[src/rtl/fifo_rd_packer.sv]
// Read-side drain stage for the async FIFO. Pops DSIZE-bit entries, packs
// PACK of them (lane 0 oldest) into one OSIZE-bit word and offers it on a
// valid/ready output. A flush pulse pushes out a partially filled word
// together with its lane count so no entries are stranded.
module fifo_rd_packer #(
  parameter  int DSIZE = 6,
  parameter  int PACK  = 4,
  localparam int OSIZE = DSIZE * PACK,
  localparam int CW    = $clog2(PACK) + 1
) (
  input  logic             rclk,
  input  logic             rrst,
  input  logic             rempty,
  input  logic [DSIZE-1:0] rdata,
  output logic             rinc,
  input  logic             flush,
  output logic [OSIZE-1:0] out_data,
  output logic [CW-1:0]    out_cnt,
  output logic             out_valid,
  input  logic             out_ready
);

  localparam int            LW        = $clog2(PACK);
  localparam logic [CW-1:0] FILL_FULL = CW'(PACK);
  localparam logic [CW-1:0] FILL_LAST = CW'(PACK - 1);

  // Mask selecting the lowest cnt lanes; used to zero stale upper lanes
  // when a partial word is emitted.
  function automatic logic [OSIZE-1:0] lane_mask(input logic [CW-1:0] cnt);
    logic [OSIZE-1:0] m;
    m = '0;
    for (int i = 0; i < PACK; i++) begin
      if (CW'(i) < cnt) m[i*DSIZE +: DSIZE] = '1;
    end
    return m;
  endfunction

  // Full word formed from the newest entry on the top lane and the
  // accumulated lanes 0..PACK-2 below it.
  function automatic logic [OSIZE-1:0] pack_last(input logic [OSIZE-1:0] a,
                                                 input logic [DSIZE-1:0] d);
    return {d, a[OSIZE-DSIZE-1:0]};
  endfunction

  // Accumulator state: acc/fill hold captured lanes, vld_p1 marks an entry
  // popped last cycle whose data is on rdata now.
  logic [OSIZE-1:0] acc;
  logic [CW-1:0]    fill;
  logic             vld_p1;
  logic             flushing;

  logic             slot_free;
  logic [CW-1:0]    fill_pend;
  logic             rinc_c;
  logic             cap_last;
  logic             cap_emit;
  logic             flush_req;
  logic             flush_act;
  logic             drain_ok;
  logic             acc_emit;
  logic             flush_done;
  logic [LW-1:0]    cap_lane;

  // Pop request and emission decisions, all from registered state and the
  // current handshake/empty inputs.
  always_comb begin
    slot_free = !out_valid || out_ready;
    fill_pend = fill + CW'(vld_p1);
    rinc_c    = !rrst && !rempty && !flushing &&
                ((fill_pend < FILL_FULL) ||
                 (vld_p1 && (fill == FILL_LAST) && slot_free));
    // The in-flight entry completes the word this cycle.
    cap_last  = vld_p1 && (fill == FILL_LAST);
    cap_emit  = cap_last && slot_free;
    // A flush takes effect in its own cycle; a second one while flushing
    // is dropped.
    flush_req = flush && !flushing;
    flush_act = flushing || flush_req;
    // Nothing still on its way from the FIFO: the accumulator is final.
    drain_ok  = flush_act && !vld_p1 && !rinc_c;
    // Emit straight from acc: a full word held for backpressure, or a
    // flushed partial word.
    acc_emit  = slot_free && !vld_p1 &&
                ((fill == FILL_FULL) || (drain_ok && (fill != '0)));
    flush_done = drain_ok && ((fill == '0) || slot_free);
    cap_lane  = fill[LW-1:0];
  end

  assign rinc = rinc_c;

  // p0 -> p1: pop issued this cycle, data expected next cycle.
  // p1 -> acc: capture rdata into the next free lane.
  always_ff @(posedge rclk) begin
    if (rrst) begin
      acc      <= '0;
      fill     <= '0;
      vld_p1   <= 1'b0;
      flushing <= 1'b0;
    end else begin
      vld_p1 <= rinc_c;
      if (vld_p1) acc[int'(cap_lane)*DSIZE +: DSIZE] <= rdata;
      if (acc_emit || cap_emit) begin
        fill <= '0;
      end else if (vld_p1) begin
        fill <= fill + CW'(1);
      end
      if (flush_done) begin
        flushing <= 1'b0;
      end else if (flush_req) begin
        flushing <= 1'b1;
      end
    end
  end

  // acc -> output register: load a finished word, otherwise hold until
  // accepted.
  always_ff @(posedge rclk) begin
    if (rrst) begin
      out_data  <= '0;
      out_cnt   <= '0;
      out_valid <= 1'b0;
    end else if (cap_emit) begin
      out_data  <= pack_last(acc, rdata);
      out_cnt   <= FILL_FULL;
      out_valid <= 1'b1;
    end else if (acc_emit) begin
      out_data  <= acc & lane_mask(fill);
      out_cnt   <= fill;
      out_valid <= 1'b1;
    end else if (out_ready) begin
      out_valid <= 1'b0;
    end
  end

endmodule
[config.mk]
export PLATFORM = sky130hd
export DESIGN_NAME = fifo_rd_packer
export DESIGN_NICKNAME = d
export VERILOG_FILES = /design/src/rtl/fifo_rd_packer.sv
export SDC_FILE = /design/constraint.sdc
export NUM_CORES = 1
export LEC_CHECK = 0
export CAP_MARGIN = 20
export CORE_MARGIN = 2
export CORE_UTILIZATION = 30
export DETAILED_ROUTE_END_ITERATION = 10
export HOLD_SLACK_MARGIN = 0.05
export PLACE_DENSITY = 0.57
export SETUP_SLACK_MARGIN = 0.15
export SLEW_MARGIN = 10
export SYNTH_ARGS = -nofsm -noshare
export SYNTH_HDL_FRONTEND = slang
export SYNTH_SLANG_ARGS = --single-unit
export TNS_END_PERCENT = 10
[constraint.sdc]
create_clock -name rclk -period 2.67 [get_ports rclk]
set_input_delay 0.6675 -clock rclk [delete_from_list [all_inputs] [get_ports rclk]]
set_output_delay 0.6675 -clock rclk [all_outputs]
set_load 0.005 [all_outputs]
==> flow_metrics.env <==
export IMPL_whs_ps=453
export IMPL_drtPass1Iterations=5
export IMPL_rows=34
export IMPL_remaining_drc_errors=0
export IMPL_p_seq_frac=0.476
export IMPL_switchingPower_w=0.000501
export IMPL_ys_top_cells_by_count="57 x dfxtp_1, 40 x nand2_1, 26 x nor2_1"
export IMPL_combPwrFrac=0.163
export IMPL_nNetsFinal=358
export IMPL_period_minus_slack_ps=2410
export IMPL_synth_seq_area_share=0.422
export IMPL_layout_drive_gt1_share=0.148
export IMPL_synth_xor_area_share=0.00648
export IMPL_avgSynthCellArea_um2=9.26
export IMPL_final_cell_count_no_fill=453
export IMPL_worst_pin_slew_ps=482
export IMPL_slew_headroom=0.678
export IMPL_ys_seq_elements=57
export IMPL_dp_hpwl_um=4530
export IMPL_vias_per_cell=4.99
export IMPL_io_pins=40
export IMPL_clock_path_buffers=2
export IMPL_syn_area_um2=2710
export IMPL_cts_root_buf="clkbuf_8"
export IMPL_hold_violations=0
export IMPL_synth_compound_area_frac=0.184
export IMPL_synth_cells=292
export IMPL_finalMaxSlewViolations=0
export IMPL_die_w_um=99.0
export IMPL_max_freq_mhz=414
export IMPL_ys_types=52
export IMPL_power_density_nw_per_um2=544
export IMPL_synth_area_leaders="dfxtp_1 42%, mux2i_1 8.5%, nand2_1 5.6%"
export IMPL_synthMuxAreaShare=0.0934
export IMPL_grt_pass1_vias=2262
export IMPL_setup_viol=0
export IMPL_arrival_ps=1750
export IMPL_clock_latency_ps=330
export IMPL_synth_top_family_by_area="simple AND/OR/NAND/NOR gates"
export IMPL_hold_class="reg2reg"
export IMPL_status="complete, no violations"
export IMPL_peakVddDrop_mv=0.243
export IMPL_place_inst=438
export IMPL_drtAntennaViolNets=0
export IMPL_grt_util_all_layers=0.136
export IMPL_post_route_period_util=0.904
export IMPL_die_h_um=99.0
export IMPL_crit_type="in2out"
export IMPL_grt_first_pass_wirelength_um=10800
export IMPL_end_kind="primary output"
export IMPL_yosysWarnings=0
export IMPL_synth_simple_gate_area_frac=0.211
export IMPL_synth_adder_area_share=0.0278
export IMPL_routed_wl_um=6350
export IMPL_synthArstFlopShare=0
export IMPL_rsz0062_at_grt="false"
export IMPL_worstPathRequired_ps=2000
export IMPL_post_cts_setup_buffer_count=0
export IMPL_dieArea_um2=9790
export IMPL_wl_per_cell_um=14.0
export IMPL_grt_antenna_before_repair=0
export IMPL_drt_iter0_drc=125
export IMPL_yosysMostFrequentCell="dfxtp_1"
export IMPL_clockPowerShare=0.361
export IMPL_final_area_um2=3420
export IMPL_nFillCells=873
export IMPL_p_int_w=0.00136
export IMPL_start_util=0.310
export IMPL_tritoncts="yes"
export IMPL_synth_flop_cell="dfxtp_1"
export IMPL_tritoncts_num_buffers=9
export IMPL_synth_edf_count=0
export IMPL_power_leakage_nw=1.29
export IMPL_synth_top_area_share=0.422
export IMPL_diodes=0
export IMPL_final_setup_skew_ps=6.96
export IMPL_syn_to_final_growth_pct=26.6
export IMPL_placed_area_um2=3250
export IMPL_switching_share=0.269
export IMPL_grt_remaining_overflow=0
export IMPL_gp_congestion=0.860
export IMPL_io_buffers=39
export IMPL_grt_max_degree=36
export IMPL_cts_sinks=57
export IMPL_final_util=0.393
export IMPL_vias=2260
export IMPL_crit_path_start_kind="primary input"
export IMPL_clk_pin_slew_ps=60
export IMPL_synth_net_count=309
export IMPL_htree_levels=3
export IMPL_synth_largest_area_cell="dfxtp_1"
export IMPL_maxCapViolations=0
export IMPL_core_um2=8720
export IMPL_critPathMaxFanout=2
-- cell families (layout without fill, tap and decap cells) --
family / count (synthesis) / in the layout
xor gates and xnor gates: 2 / 2
AOI/OAI and AO/OA: 61 / 61
buffers and inverters: 27 / 80
adders and majority gates: 6 / 6
DFF: 57 / 57
muxes: 25 / 25
and+or+nand+nor: 114 / 114
-- sequential cells by signal, indices dropped and copies added (netlist names) --
name,flops
out_cnt,3
vld_p1,1
fill,3
out_valid,1
out_data,24
acc,24
flushing,1
-- critical path, stage by stage --
cell and delay [ps]:
clkdlybuf4s50_1 420, or3_4 380, a211oi_2 140, buf_2 140
-- layout by cell type (no fill, tap or decap), types with 4 or more instances in the layout --
cell type and count:
dfxtp_1 57, a21oi_1 9, clkbuf_8 10, nor2_1 26, clkinv_2 4, mux2i_1 23
a22oi_1 18, clkdlybuf4s50_1 38, nor3_1 5, nand2_1 40, inv_1 9, a221oi_1 5
o22ai_1 6, buf_4 16, ha_1 6, nand3_1 17
-- repair_timing --
| item | in CTS | in global routing |
|---|---|---|
| hold buffers | 0 | 0 |
| endpoints found under the hold margin | 0 | 0 |
| endpoints found under the setup margin | 1 | 1 |
| pin swaps | 0 | 0 |
| gates resized for setup | 6 | 1 |
-- power by group through the flow --
stage               Combinational, W  Clock, W  Sequential, W
floorplan                   0.000204         0       0.000904
global placement            0.000300         0       0.000906
detailed placement          0.000302         0       0.000906
CTS                         0.000303  0.000692       0.000887
global route                0.000330  0.000732       0.000889
finish                      0.000303  0.000671       0.000887
-- layer usage --
layer  GRT usage  share of wire  vias to the layer above
met5           0              0                        -
met4      0.0495          0.013                        0
met3      0.0426          0.038                        9
met2       0.215           0.47                       38
met1       0.175           0.48                     1064
li1            -              -                     1149
-- final timing paths --
kind           start  endpoint  slack, ps  cells past startpoint
min reg2reg  acc[21]   acc[21]        450                      2
min          acc[21]   acc[21]        450                      2
max           rempty      rinc        260                      4
max reg2reg  fill[1]   acc[13]        510                      7
-- through the flow --
step / total power, W / setup WS (ps) / setup TNS (ps)
finish: 0.00186 / 257 / 0
global route: 0.00195 / 199 / 0
CTS: 0.00188 / 240 / 0
detailed placement: 0.00121 / -187 / -187
global placement: 0.00121 / -177 / -177
floorplan: 0.00111 / 659 / 0
-- layout make-up --
type	instances	area, µm²	area share
multi-input cells	208	1430	0.417
well taps	108	135	0.0395
repair buffers	56	526	0.153
clock inverters	4	20.0	0.00585
clock buffers	11	141	0.0413
flip-flops and latches	57	1140	0.333
inverters	9	33.8	0.00986
Note: power is estimated with default switching activity, not from simulation.
